### src/rtl/global_pkg.sv
// Shared types and constants for the RAM arbiter slice.
// Holds the arbiter state/owner enums and the RAM idle levels.
package global_pkg;

  typedef enum logic [1:0] {
    IDLE,
    CPU_OWN,
    DMA_OWN,
    SWITCH
  } arb_state_t;

  typedef enum logic [1:0] {
    OWN_NONE,
    OWN_CPU,
    OWN_DMA
  } arb_owner_t;

  localparam logic RAM_OEN_IDLE = 1'b1;
  localparam logic RAM_CS_IDLE  = 1'b0;

endpackage

### src/rtl/ram_arb_mux.sv
// Combinational owner select for the shared RAM bus and read data.
// Ports: owner code in, CPU/DMA bus in, RAM_* out, per-master Rdata out.
module ram_arb_mux
  import global_pkg::*;
#(
  parameter int ADDR_W = 8,
  parameter int DATA_W = 8
) (
  input  logic [1:0]        owner,
  input  logic [ADDR_W-1:0] Cpu_Addr,
  input  logic              Cpu_Cs,
  input  logic              Cpu_Wen,
  input  logic              Cpu_Oen,
  input  logic [DATA_W-1:0] Cpu_Wdata,
  output logic [DATA_W-1:0] Cpu_Rdata,
  input  logic [ADDR_W-1:0] Dma_Addr,
  input  logic              Dma_Cs,
  input  logic              Dma_Wen,
  input  logic              Dma_Oen,
  input  logic [DATA_W-1:0] Dma_Wdata,
  output logic [DATA_W-1:0] Dma_Rdata,
  output logic [ADDR_W-1:0] RAM_Addr,
  output logic              RAM_Cs,
  output logic              RAM_Wen,
  output logic              RAM_Oen,
  output logic [DATA_W-1:0] RAM_Wdata,
  input  logic [DATA_W-1:0] RAM_Rdata
);

  always_comb begin
    RAM_Addr  = '0;
    RAM_Cs    = RAM_CS_IDLE;
    RAM_Wen   = 1'b0;
    RAM_Oen   = RAM_OEN_IDLE;
    RAM_Wdata = '0;
    Cpu_Rdata = '0;
    Dma_Rdata = '0;
    unique case (1'b1)
      (owner == OWN_CPU): begin
        RAM_Addr  = Cpu_Addr;
        RAM_Cs    = Cpu_Cs;
        RAM_Wen   = Cpu_Wen;
        RAM_Oen   = Cpu_Oen;
        RAM_Wdata = Cpu_Wdata;
        Cpu_Rdata = RAM_Rdata;
      end
      (owner == OWN_DMA): begin
        RAM_Addr  = Dma_Addr;
        RAM_Cs    = Dma_Cs;
        RAM_Wen   = Dma_Wen;
        RAM_Oen   = Dma_Oen;
        RAM_Wdata = Dma_Wdata;
        Dma_Rdata = RAM_Rdata;
      end
      default: ;
    endcase
  end

endmodule

### src/rtl/ram_arbiter.sv
// Two-master (CPU/DMA) RAM arbiter with registered grants and DMA burst cap.
// Ports: Clk/Rst, per-master Req/Gnt and bus, Dma_Preempt, RAM_* bus.
module ram_arbiter
  import global_pkg::*;
#(
  parameter int ADDR_W        = 8,
  parameter int DATA_W        = 8,
  parameter int MAX_DMA_BURST = 16
) (
  input  logic              Clk,
  input  logic              Rst,
  input  logic              Cpu_Req,
  output logic              Cpu_Gnt,
  input  logic [ADDR_W-1:0] Cpu_Addr,
  input  logic              Cpu_Cs,
  input  logic              Cpu_Wen,
  input  logic              Cpu_Oen,
  input  logic [DATA_W-1:0] Cpu_Wdata,
  output logic [DATA_W-1:0] Cpu_Rdata,
  input  logic              Dma_Req,
  output logic              Dma_Gnt,
  input  logic [ADDR_W-1:0] Dma_Addr,
  input  logic              Dma_Cs,
  input  logic              Dma_Wen,
  input  logic              Dma_Oen,
  input  logic [DATA_W-1:0] Dma_Wdata,
  output logic [DATA_W-1:0] Dma_Rdata,
  output logic              Dma_Preempt,
  output logic [ADDR_W-1:0] RAM_Addr,
  output logic              RAM_Cs,
  output logic              RAM_Wen,
  output logic              RAM_Oen,
  output logic [DATA_W-1:0] RAM_Wdata,
  input  logic [DATA_W-1:0] RAM_Rdata
);

  localparam int CNT_W =
    (MAX_DMA_BURST > 1) ? $clog2(MAX_DMA_BURST) : 1;
  localparam logic [CNT_W-1:0] CNT_LAST =
    CNT_W'(MAX_DMA_BURST - 1);

  arb_state_t       state_q, state_d;
  arb_owner_t       tgt_q, tgt_d;
  logic [CNT_W-1:0] cnt_q;
  logic [1:0]       owner;
  logic             cnt_last;

  assign cnt_last = (cnt_q == CNT_LAST);

  always_ff @(posedge Clk) begin
    if (Rst) begin
      state_q <= IDLE;
      tgt_q   <= OWN_NONE;
    end else begin
      state_q <= state_d;
      tgt_q   <= tgt_d;
    end
  end

  always_comb begin
    state_d = state_q;
    tgt_d   = tgt_q;
    unique case (state_q)
      IDLE: begin
        if (Dma_Req)      state_d = DMA_OWN;
        else if (Cpu_Req) state_d = CPU_OWN;
      end
      CPU_OWN: begin
        if (!Cpu_Req) begin
          if (Dma_Req) begin
            state_d = SWITCH;
            tgt_d   = OWN_DMA;
          end else begin
            state_d = IDLE;
          end
        end
      end
      DMA_OWN: begin
        if (!Dma_Req) begin
          if (Cpu_Req) begin
            state_d = SWITCH;
            tgt_d   = OWN_CPU;
          end else begin
            state_d = IDLE;
          end
        end else if (Cpu_Req && cnt_last) begin
          state_d = SWITCH;
          tgt_d   = OWN_CPU;
        end
      end
      SWITCH: begin
        // Target gets first claim; otherwise fall back to the other master.
        if (tgt_q == OWN_CPU) begin
          if (Cpu_Req)      state_d = CPU_OWN;
          else if (Dma_Req) state_d = DMA_OWN;
          else              state_d = IDLE;
        end else begin
          if (Dma_Req)      state_d = DMA_OWN;
          else if (Cpu_Req) state_d = CPU_OWN;
          else              state_d = IDLE;
        end
      end
      default: state_d = IDLE;
    endcase
  end

  // Burst length only accrues while the CPU is actually waiting.
  always_ff @(posedge Clk) begin
    if (Rst) begin
      cnt_q <= '0;
    end else if (state_d == DMA_OWN && state_q != DMA_OWN) begin
      cnt_q <= '0;
    end else if (state_q == DMA_OWN && Cpu_Req && !cnt_last) begin
      cnt_q <= cnt_q + CNT_W'(1);
    end
  end

  always_comb begin
    Cpu_Gnt     = (state_q == CPU_OWN);
    Dma_Gnt     = (state_q == DMA_OWN);
    Dma_Preempt = (state_q == DMA_OWN) && Dma_Req
                  && Cpu_Req && cnt_last;
    owner       = OWN_NONE;
    if (state_q == CPU_OWN)      owner = OWN_CPU;
    else if (state_q == DMA_OWN) owner = OWN_DMA;
  end

  ram_arb_mux #(
    .ADDR_W (ADDR_W),
    .DATA_W (DATA_W)
  ) u_mux (
    .owner     (owner),
    .Cpu_Addr  (Cpu_Addr),
    .Cpu_Cs    (Cpu_Cs),
    .Cpu_Wen   (Cpu_Wen),
    .Cpu_Oen   (Cpu_Oen),
    .Cpu_Wdata (Cpu_Wdata),
    .Cpu_Rdata (Cpu_Rdata),
    .Dma_Addr  (Dma_Addr),
    .Dma_Cs    (Dma_Cs),
    .Dma_Wen   (Dma_Wen),
    .Dma_Oen   (Dma_Oen),
    .Dma_Wdata (Dma_Wdata),
    .Dma_Rdata (Dma_Rdata),
    .RAM_Addr  (RAM_Addr),
    .RAM_Cs    (RAM_Cs),
    .RAM_Wen   (RAM_Wen),
    .RAM_Oen   (RAM_Oen),
    .RAM_Wdata (RAM_Wdata),
    .RAM_Rdata (RAM_Rdata)
  );

endmodule
### config.mk
export PLATFORM = sky130hd
export DESIGN_NAME = ram_arbiter
export DESIGN_NICKNAME = d
export VERILOG_FILES = /design/src/rtl/global_pkg.sv /design/src/rtl/ram_arb_mux.sv /design/src/rtl/ram_arbiter.sv
export SDC_FILE = /design/constraint.sdc
export NUM_CORES = 1
export LEC_CHECK = 0
export CAP_MARGIN = 20
export CORE_MARGIN = 2
export CORE_UTILIZATION = 31
export CTS_CLUSTER_SIZE = 20
export DETAILED_ROUTE_END_ITERATION = 16
export PLACE_DENSITY = 0.83
export SETUP_SLACK_MARGIN = 0.3
export SLEW_MARGIN = 10
export SYNTH_ARGS = -nofsm -noshare
export SYNTH_HDL_FRONTEND = slang
export SYNTH_SLANG_ARGS = --single-unit
### constraint.sdc
create_clock -name Clk -period 2.38 [get_ports Clk]
set_input_delay 0.476 -clock Clk [delete_from_list [all_inputs] [get_ports Clk]]
set_output_delay 0.476 -clock Clk [all_outputs]
set_load 0.1 [all_outputs]
After elaboration in Yosys (flattened, before gate mapping)
Cells that the tools add are included.
{ "word_totals": {"regBits": 8, "output_inout_bits": 38, "in_bits": 50} }
{ "classes": {"mux": 28, "n_addsub": 1, "reduce_logical": 12, "eq_ne": 13} }
{ "op_table": {"columns": ["op", "n"], "rows": [
  ["2-bit 2-to-1 mux", 18],
  ["8-bit case mux with 2 select lines", 2],
  ["8-bit 2-to-1 mux", 2],
  ["2-bit equality test, second input constant", 4],
  ["2-bit case mux with 4 select lines", 1],
  ["1-bit logical AND", 7],
  ["2-bit by 1-bit equality test with 1-bit output, second input constant", 3],
  ["1-bit case mux with 2 select lines", 3],
  ["5-bit AND reduction", 1],
  ["4-bit by 1-bit adder with 4-bit output, second input constant", 1],
  ["4-bit equality test, second input constant", 1],
  ["2-bit inequality test, second input constant", 2],
  ["2-bit case mux with 2 select lines", 1],
  ["3-bit by 2-bit inequality test with 1-bit output, second input constant", 1],
  ["3-bit inequality test, second input constant", 1],
  ["2-bit logical NOT", 1],
  ["2-bit by 1-bit inequality test with 1-bit output, second input constant", 1],
  ["2-bit nonzero test", 1],
  ["2-bit OR reduction", 1],
  ["1-bit logical NOT", 1],
  ["1-bit 2-to-1 mux", 1]
]} }

Depth between registers and ports, before layout
Gate-level depths: netlist (run 1).
{ "logic_depth": {"depth_word": 8, "depth_mapped": 6} }

By module
A second synthesis (run 1) with hierarchy kept.
{ "unflattened": {"hier_cells": 119, "hier_area_um2": 927.1} }
{ "by_module_without_submodules": {"columns": ["module", "instances", "cells_per_inst", "area_each_um2"], "rows": [
  ["ram_arb_mux", 1, 65, 491.7],
  ["ram_arbiter", 1, 54, 435.4]
]} }

Least setup slack after synthesis (run 1)
No wires, ideal clock.
{ "synth_path": {"kind": "reg-to-output", "start": "register state_q[0]", "end": "output Dma_Preempt", "t_required_ns": 1.904, "arrival_time_ns": 2.828, "slack_ns": -0.924, "path_buffers": 0, "path_stages_with_launch": 5, "path_cell_list": "dfxtp_1 inv_1 ha_1 nand3_1 nor2_1"} }
{ "synth_between": {"elab_chain_len": 4} }
{ "synth_lines": {"columns": ["item", "line", "text"], "rows": [
  ["start, declared", "ram_arbiter.sv:42", "arb_state_t state_q, state_d;"],
  ["start signal, assigned", "ram_arbiter.sv:55", "state_q <= state_d;"],
  ["2-bit equality test", null, null],
  ["via Dma_Gnt", "ram_arbiter.sv:21", "output logic Dma_Gnt,"],
  ["1-bit logical AND", "ram_arbiter.sv:121", "Dma_Preempt = (state_q == DMA_OWN) && Dma_Req"],
  ["1-bit logical AND (2 in series)", "ram_arbiter.sv:122", "&& Cpu_Req && cnt_last;"],
  ["end, declared", "ram_arbiter.sv:28", "output logic Dma_Preempt,"]
]} }
The timed path passes the listed nets, and every way through them passes these cells.

Final worst setup path (run 1)
{ "layout_path": {"start": "register state_q[0]", "end": "output RAM_Addr[2]"} }
{ "layout_between": {"elab_chain_len": 5} }
{ "layout_lines": {"columns": ["item", "line", "text"], "rows": [
  ["2-bit equality test", "ram_arbiter.sv:125", "else if (state_q == DMA_OWN) owner = OWN_DMA;"],
  ["2-bit 2-to-1 mux", "ram_arbiter.sv:125", null],
  ["2-bit 2-to-1 mux (*)", "ram_arbiter.sv:124", "if (state_q == CPU_OWN) owner = OWN_CPU;"],
  ["2-bit equality test or 2-bit by 1-bit equality test with 1-bit output (tied branches)", "ram_arb_mux.sv:47, ram_arb_mux.sv:39", null],
  ["8-bit case mux with 2 select lines (*)", "ram_arb_mux.sv:38", "unique case (1'b1)"],
  ["end, declared", "ram_arbiter.sv:29", "output logic [ADDR_W-1:0] RAM_Addr,"]
]} }
Every way passes the cells marked *; elsewhere a longest branch is shown, timed or not.

==> reports/metrics.csv, run 1 <==
stage,metric,value,unit
power_and_ir_drop,p_leak,0.9727,nW
logic_synthesis,synthDistinctLibCells,32,
worst_setup_path,path_class,reg -> out,
worst_setup_path,start_kind,flip-flop,
cts,htreeDepth,1,
cells_and_area,syn_to_final_growth,169.0,%
floorplanning,die_w,60.68,um
placement,dp_hpwl,3597,um
detailed_routing,post_drt_via_cell_ratio,5.384,
logic_synthesis,synth_fp_nets,184,
timing,clock_skew,0.003411,ns
timing,hold_viol,0,
timing,finalSetupViolCount,0,
placement,dpl_cell_area,0.002459,mm2
cells_and_area,fin_area,0.002679,mm2
timing,fin_setup_tns,0,ns
cells_and_area,diodes,0,
cts,tritoncts,yes,
cts,cts_buffer_depth,2,
detailed_routing,wl,4854,um
cts,cts_sinks,8,
power_and_ir_drop,p_per_area,531.7,mW/mm2
global_route,grt_first_pass_wirelength,7120,um
worst_setup_path,reg2reg_depth,6,
hold_path,hold_path_depth,2,
flow_run,drv_cap,0,
logic_synthesis,yosysSeqAreaShare,0.1608,
cts,clkSlewWorstSetupHoldPaths,0.06,ns
worst_setup_path,cp.required,1.90,ns
global_route,first_global_vias,1423,
worst_setup_path,r2r_slack,0.68,ns
detailed_routing,route.detailed.drc,0,
placement,gp_congestion,0.8324,
timing,slew_headroom,0.7261,
global_route,grt_max_degree,28,
timing,grt_setup_unrepaired,yes,
cells_and_area,fin_nets,273,
timing,max_freq,476.8,MHz
cts,cts_hold_buf,0,
logic_synthesis,synth.avg_cell_area,7.842,um2
floorplanning,chipHeight,60.68,um
cts,cts_root_buf,clkbuf_4,
hold_path,min_to,state_q[1],
cells_and_area,final_cell_mix,"47 x clkdlybuf4s50_1, 40 x buf_12, 19 x a22oi_2, 18 x nor2b_4, 16 x and2_2",
logic_synthesis,syn-cell-area,996.0,um2
placement,port_buffers,87,
floorplanning,die-area,0.003682,mm2
cts,clk_latency,0.26,ns
detailed_routing,drt_iter0_markers,73,
floorplanning,io_pins,88,
worst_setup_path,r2r-start,state_q[0],
floorplanning,coreArea,0.003053,mm2
cells_and_area,mostFrequentLayoutCell,clkdlybuf4s50_1,
status,run_status,"finished, final reports clean",
worst_setup_path,crit_path_end_kind,output port,
timing,max_slew.worst_pin.slew,0.4084,ns
detailed_routing,first_pass_iters,5,
power_and_ir_drop,ir_drop,351.3,uV
worst_setup_path,critPathMaxFanout,13,
cells_and_area,drive_gt1_frac,0.5421,
global_route,grt.overflow.total,0,
worst_setup_path,arrival,1.62,ns
worst_setup_path,r2r-end,cnt_q[1],
floorplanning,rows,20,
timing,fin_crit,2.097,ns
detailed_routing,drtAntennaViolNets,0,
detailed_routing,vias,1389,
logic_synthesis,yosysWarnings,0,
cts,cts_made_buffers,3,
hold_path,worstHoldPathType,reg -> reg,
floorplanning,start_util,0.3262,
logic_synthesis,ys_seq_elements,8,
cells_and_area,fillers,132,
hold_path,min_from,state_q[1],
global_route,antenna_found_initial,0,
timing,min_period_over_period,0.8813,
detailed_routing,drt-wirelength-per-cell,18.81,um
global_route,grt_usage,0.2613,
timing,slew_viol_final,0,
logic_synthesis,syn_inst,127,
## sequential cells by signal, indices dropped and copies added, names as in the netlist
register,cells
tgt_q,2
state_q,2
cnt_q,4
## routing by layer
layer,routed length [um],global-route usage
met3,426,0.06183
met1,1778,0.3128
met5,0,0
met2,2588,0.4654
met4,61,0.07143
## cell type report
class | instances | area [um2] | area share
repair buffers | 93 | 1326 | 0.4951
flip-flops and latches | 8 | 167.7 | 0.06259
clock buffers | 3 | 22.52 | 0.008407
multi-input cells | 106 | 1092 | 0.4078
well taps | 44 | 55.05 | 0.02055
inverters | 4 | 15.01 | 0.005605
## power breakdown
part           internal, mW  total, mW  switching (mW)  leakage [nW]
clock network        0.0582      0.112          0.0535        0.0138
registers             0.143      0.159          0.0159        0.0663
logic                 0.487       1.15           0.667         0.893
total                 0.688       1.42           0.736         0.973
## stage by stage
stage,cells,setup slack [ns],hold WS [ns],power [mW],util
floorplan,127,0.1147,0.5199,0.8487,-
global placement,251,0.1005,0.5473,1.202,0.8053
detailed placement,251,-0.04028,0.5702,1.224,0.8053
CTS,254,0.2459,0.5676,1.349,0.8242
global route,258,0.2505,0.5987,1.464,0.8775
finish,258,0.2826,0.5872,1.424,0.8775
## critical path, cell delays in order, from the launching register on
cell	delay [ns]
dfxtp_4	0.38
inv_2	0.15
ha_4	0.19
buf_6	0.16
a22oi_2	0.11
nor2b_4	0.16
buf_12	0.19
## worst max-delay path by stage
stage | startpoint | to | slack, ns
after floorplan | state_q[0] | Dma_Preempt | 0.11
final | state_q[0] | RAM_Addr[2] | 0.28
after global routing | state_q[0] | RAM_Addr[2] | 0.25
after detailed placement | state_q[0] | RAM_Addr[2] | -0.04
after CTS | state_q[0] | RAM_Cs | 0.25
after global placement | state_q[1] | RAM_Wdata[2] | 0.10
## kinds of logic after synthesis
group	after synthesis	share of synthesized area
compound gates	37	0.2902
xor+xnor	2	0.01759
fa+ha+maj	7	0.08794
buf+inv	13	0.05401
flops	8	0.1608
mux	3	0.03517
simple gates	57	0.3543
## timing repair
action                     CTS  global route
gates resized for setup     10            22
cloned                       0             0
buffers inserted             0             4
setup endpoints to repair   36            20
## synthesized netlist by cell type (all sizes together)
cell     number  share of area
nand4bb       1          0.011
a21oi         4          0.020
and3          1         0.0063
nand3b        1          0.020
ha            7          0.088
nor3          1         0.0050
nand2         4          0.015
o31ai         1          0.013
nand4         2          0.013
mux2          1          0.015
nand2b        2          0.013
mux2i         2          0.020
clkbuf        6          0.023
a31o          1         0.0088
a31oi         2          0.013
nand3         3          0.015
nor2b        20           0.13
buf           3          0.016
and2         17           0.11
a221oi        2          0.035
a22oi        19           0.14
o21ai         3          0.015
inv           4          0.015
dfxtp         8           0.16
xor2          2          0.018
nor2          3          0.011
or3           2          0.013
a211oi        5          0.043
Power figures use the tool's default switching activity.
==> run 2, diff against run 1 <==
ABC_CLOCK_PERIOD_IN_PS = 2380   (was unset)
REMOVE_ABC_BUFFERS = 1   (was unset)
==> run 2 against run 1 <==
  * Clock-buffer cell count unchanged
  * Largest power group unchanged
  * Sequential power decreased by 3%
  * Core utilization increased by 1.3 points
  * Flip-flop and latch count unchanged
  * Worst setup slack got worse by 0.045 ns
  * Critical path depth unchanged
  * Clock skew increased by 0.0061 ns
  * Global-route usage increased by 1.4 points
  * Clock power about the same
  * Highest routed layer unchanged
==> reports/metrics.csv, run 2 (same netlist as run 1, synthesis figures left out) <==
stage,metric,value,unit
placement,port_buffers,87,
global_route,antenna_found_initial,0,
cells_and_area,syn_to_final_growth,173.0,%
floorplanning,rows,20,
worst_setup_path,critPathCapture,RAM_Oen,
power_and_ir_drop,clkPwrFrac,0.077,
global_route,grt.overflow.total,0,
detailed_routing,drt_iter0_markers,87,
floorplanning,die_w,60.68,um
hold_path,worstHoldPathType,reg -> reg,
cts,cts_buffer_depth,2,
power_and_ir_drop,switching_share,0.5160,
worst_setup_path,start_kind,flip-flop,
worst_setup_path,reg2reg_depth,6,
cells_and_area,mostFrequentLayoutCell,clkdlybuf4s50_1,
global_route,grt_first_pass_wirelength,7279,um
detailed_routing,drtAntennaViolNets,0,
worst_setup_path,cp.buffers_inverters,3,
detailed_routing,first_pass_iters,4,
placement,dp_slack,0.1158,ns
timing,fin_crit,2.143,ns
cts,cts_root_buf,clkbuf_4,
worst_setup_path,r2r-start,state_q[0],
power_and_ir_drop,p_leak,0.9950,nW
worst_setup_path,crit_path_top_delay_cell,dfxtp_4,
power_and_ir_drop,pwr-share-seq,0.105,
status,run_status,"finished, final reports clean",
detailed_routing,post_drt_via_cell_ratio,5.492,
timing,clock_skew,0.009542,ns
timing,hold_viol,0,
cells_and_area,diodes,0,
timing,worst_slack,0.2373,ns
power_and_ir_drop,power.total,1.471,mW
cells_and_area,largest_reg_flops,4,
floorplanning,io_pins,88,
cts,clk_latency,0.27,ns
detailed_routing,vias,1439,
cts,clkSlewWorstSetupHoldPaths,0.06,ns
worst_setup_path,path_class,reg -> out,
worst_setup_path,crit_path_end_kind,output port,
timing,slew_viol_final,0,
floorplanning,chipHeight,60.68,um
worst_setup_path,cp.required,1.90,ns
worst_setup_path,arrival,1.67,ns
timing,min_period_over_period,0.9003,
worst_setup_path,path_depth,6,
detailed_routing,wl,6088,um
global_route,grt_usage,0.2750,
global_route,first_global_vias,1336,
cells_and_area,drive_gt1_frac,0.4679,
worst_setup_path,slowest_delay,0.35,ns
worst_setup_path,path_cells,buf_4 > ha_4 > clkbuf_16 > a22oi_2 > nand2_1 > buf_12,
power_and_ir_drop,ir_drop,328.9,uV
floorplanning,die-area,0.003682,mm2
worst_setup_path,critPathMaxFanout,13,
power_and_ir_drop,p_per_area,541.0,mW/mm2
flow_run,drv_cap,0,
cts,cts_made_buffers,3,
cts,cts_sinks,8,
cells_and_area,largest_register,cnt_q,
power_and_ir_drop,p_sw,758.9,uW
cts,cts_hold_buf,0,
cells_and_area,final_cell_mix,"47 x clkdlybuf4s50_1, 41 x buf_12, 19 x a22oi_2, 18 x nor2b_4, 17 x and2_1",
cells_and_area,largestRegisters,"cnt_q (4), state_q (2), tgt_q (2)",
detailed_routing,drt-wirelength-per-cell,23.24,um
worst_setup_path,r2r_slack,0.57,ns
timing,max_freq,466.7,MHz
cts,tritoncts,yes,
timing,grt_setup_unrepaired,yes,
timing,finalSetupViolCount,0,
cts,htreeDepth,1,
cells_and_area,fillers,114,
floorplanning,coreArea,0.003053,mm2
placement,gp_congestion,0.8881,
floorplanning,start_util,0.3262,
power_and_ir_drop,p_int,712.0,uW
worst_setup_path,critPathTopFamily,buffers and inverters,
global_route,grt_max_degree,28,
worst_setup_path,worstSetupStartpoint,state_q[0],
worst_setup_path,r2r-end,cnt_q[0],
timing,slew_headroom,0.7353,
timing,max_slew.worst_pin.slew,0.3946,ns
power_and_ir_drop,p_comb_frac,0.818,
cells_and_area,fin_nets,277,
placement,dp_hpwl,3711,um
detailed_routing,route.detailed.drc,0,
run 2: cell types whose count changed in the layout (fill, tap and decap cells not counted), moves of 2 or more:
cell,previous run,this run
and2_2,16,0
and2_1,1,17
buf_6,2,0
buf_4,2,5
clkbuf_16,0,2
run 2: stage by stage:
stage	std cells	setup TNS, ns	hold WS [ns]	util	instance area, um2
floorplan	118	-11.94	0.5130	-	957.2
global placement	253	0	0.5442	0.7512	2293
detailed placement	253	0	0.5550	0.7512	2293
CTS	256	0	0.5336	0.8270	2525
global route	262	0	0.6189	0.8906	2719
finish	262	0	0.5659	0.8906	2719
run 2: layout make-up:
class                   count  area [um2]  share of cell area
repair buffers             97        1396              0.5136
flip-flops and latches      8       167.7             0.06167
inverters                   4       15.01            0.005522
multi-input cells         106        1062              0.3907
well taps                  44       55.05             0.02025
clock buffers               3       22.52            0.008283
run 2: tightest hold or removal path: stages (launching register included):
cell and delay, ns:
dfxtp_1 0.35, a21oi_1 0.13, nor2_1 0.04
run 2: worst min path at each step:
stage                           from    endpoint  slack, ns  depth (start not counted)
after CTS                 state_q[1]  state_q[1]       0.53                          2
final                       tgt_q[0]    tgt_q[0]       0.57                          2
after detailed placement  state_q[1]  state_q[1]       0.55                          2
after global routing        tgt_q[0]    tgt_q[0]       0.62                          2
after global placement      tgt_q[0]    tgt_q[0]       0.54                          2
after floorplan           state_q[1]  state_q[1]       0.51                          2
run 2: power groups by stage:
| stage | Clock, mW | Sequential (mW) | Combinational [mW] |
|---|---|---|---|
| 4_1_cts | 0.111 | 0.154 | 1.08 |
| 3_5_place_dp | 0 | 0.156 | 0.968 |
| 3_3_place_gp | 0 | 0.155 | 0.958 |
| 5_1_grt | 0.117 | 0.156 | 1.23 |
| 6_report | 0.113 | 0.155 | 1.20 |
| 2_1_floorplan | 0 | 0.153 | 0.580 |
run 2: repair_timing:
item | CTS | global route
gates resized for setup | 60 | 19
pin swaps | 3 | 2
endpoints found under the setup margin | 36 | 20
buffers inserted | 0 | 4
endpoints found under the hold margin | 0 | 0
cloned | 0 | 2
run 2: metal layers:
metal / vias up / track usage / wire (um)
met2: 84 / 0.5100 / 3061
met5: - / 0 / 0
met4: 0 / 0.1056 / 255
met3: 16 / 0.07676 / 552
met1: 695 / 0.2929 / 2219
li1: 644 / - / -
==> RTL edit (config.mk and constraints of run 2) <==
`DATA_W` is set to 8 in 2 places; all go to 7.
--- a/src/rtl/ram_arb_mux.sv
+++ b/src/rtl/ram_arb_mux.sv
@@ -4,7 +4,7 @@
   import global_pkg::*;
 #(
   parameter int ADDR_W = 8,
-  parameter int DATA_W = 8
+  parameter int DATA_W = 7
 ) (
   input  logic [1:0]        owner,
   input  logic [ADDR_W-1:0] Cpu_Addr,
--- a/src/rtl/ram_arbiter.sv
+++ b/src/rtl/ram_arbiter.sv
@@ -4,7 +4,7 @@
   import global_pkg::*;
 #(
   parameter int ADDR_W        = 8,
-  parameter int DATA_W        = 8,
+  parameter int DATA_W        = 7,
   parameter int MAX_DMA_BURST = 16
 ) (
   input  logic              Clk,
Interface: changed (6 resized); port bits go from 88 to 82. No check against the original RTL was run, so the function may have changed too.
==> RTL edit against run 2 <==
  * Sequential cell count unchanged
  * Utilization fell by 1.3 points
  * Die area is 2.5% lower
  * Setup slack better by 0.00075 ns
  * Final cell count shrank 6.5%
  * Power decreased by 2.2%
  * Design area decreased by 3.1%
  * Area after synthesis down 2.6%
  * Hold slack got worse by 0.0084 ns
  * Wire length down 7.0%
  * Critical path type unchanged
==> RTL edit: results (changes against run 2) <==
stage,metric,value,unit,change
grt,grt_pass1_wl,7107,µm,-2.4%
clocking,cts_htree_levels,1,,unchanged
cells_and_area,fillers,146,,+28%
die,dieWidth,59.93,µm,-1.2%
outcome,status,"complete, no violations",,
cells_and_area,drive_gt1_share,47.64,%,+0.85 points
place,place_ws,0.1487,ns,+0.03288 ns
drt,routed-wl-met3,348,µm,-37%
place,port_buffers,81,,-6.9%
drt,first_iter_violations,66,,-24%
sta,skew,0.01174,ns,+0.002197 ns
clocking,cts_buffers,3,,unchanged
drt,highest-signal-layer,met4,,
grt,grt_max_degree,26,,-7.1%
grt,grtUsageMet3,4.978,%,-2.7 points
cells_and_area,num-multi-input-gates,102,,-3.8%
setup_path,cp_data_arrival_time,1.67,ns,about the same
power,power.leakage,0.9790,nW,-1.6%
setup_path,cp_max_fo,9,,-4
setup_path,crit_end,RAM_Wdata[3],,
place,placed_area,2183,µm²,-4.8%
place,gp_congestion,0.9048,,+1.9%
sta,hold_ws,0.5574,ns,-0.008406 ns
drt,routed-wl-met2,3117,µm,+1.8%
clocking,cts_resized,67,,+12%
place,post-dp-hpwl,3342,µm,-9.9%
synthesis,ys_top_cells_by_area,"dfxtp_1 17%, a22oi_1 14%, nor2b_1 12%, and2_1 9.7%, ha_1 9.0%",,
synthesis,netlist_top_cells_count,"19 x nor2b_1, 18 x a22oi_1, 15 x and2_1",,
grt,antenna_found_initial,0,,unchanged
synthesis,ys_seq_area_share,16.52,%,+0.44 points
grt,grt.total_usage,26.99,%,-0.52 points
cells_and_area,clkCellAreaFrac,0.8551,%,+0.027 points
setup_path,r2r_setup_slack,0.53,ns,-0.04 ns
grt,grt_util_met2,49.38,%,-1.6 points
cells_and_area,multi_input_area,1023,µm²,-3.7%
grt,grt_pass1_vias,1374,,+2.8%
sta,setup_slack,0.2380,ns,+0.0007460 ns
drt,via_count,1411,,-1.9%
cells_and_area,final_nets,268,,-3.2%
power,vdd_drop_max,0.0003296,V,+0.23%
clocking,postCtsSetupBuffers,2,,+2
drt,route.detailed.wl_per_inst,23.10,µm,-0.58%
setup_path,r2r_cells,7,,+1
cells_and_area,syn2layout_area_growth,171.6,%,
cells_and_area,seq_area_share,6.366,%,+0.20 points
sta,relSlewSlack,71.64,%,-1.9 points
synthesis,synthDistinctLibCells,31,,-3.1%
min_path,hold_depth,2,,unchanged
grt,grt_util_met1,29.00,%,-0.29 points
min_path,min_from,tgt_q[0],,
synthesis,yosys_most_used_dff,dfxtp_1,,
cells_and_area,n_all_buffers,95,,-2.1%
drt,wl_met1,1965,µm,-11%
cells_and_area,bufAreaShareNonClock,51.64,%,+0.28 points
[RTL edit: cell families (layout without fill, tap and decap cells)]
family	after synthesis	in the layout	synth area share, %
flops	8	8	16.52
fa+ha+maj	7	7	9.032
xor+xnor	2	2	1.807
simple gates	54	54	34.45
mux	3	3	3.613
compound gates	36	36	29.03
buf+inv	13	102	5.548
[RTL edit: worst max-delay path: stages, from the launching register on]
cell,delay [ns]
dfxtp_4,0.35
buf_4,0.16
ha_4,0.19
buf_12,0.15
a22oi_2,0.29
nor2b_4,0.09
buf_12,0.17
[RTL edit: report_power, final]
group | internal [W] | total (W) | switching (W)
Clock | 0.0000581 | 0.000111 | 0.0000533
Combinational | 0.000512 | 0.00117 | 0.000661
Sequential | 0.000143 | 0.000154 | 0.0000112
Total | 0.000713 | 0.00144 | 0.000726
[RTL edit: per-stage QoR]
step                power (W)  setup TNS [ns]  instances
floorplan           0.0006973          -10.76        114
global placement     0.001056               0        233
detailed placement   0.001070               0        233
CTS                  0.001337               0        239
global route         0.001475               0        245
finish               0.001439               0        245
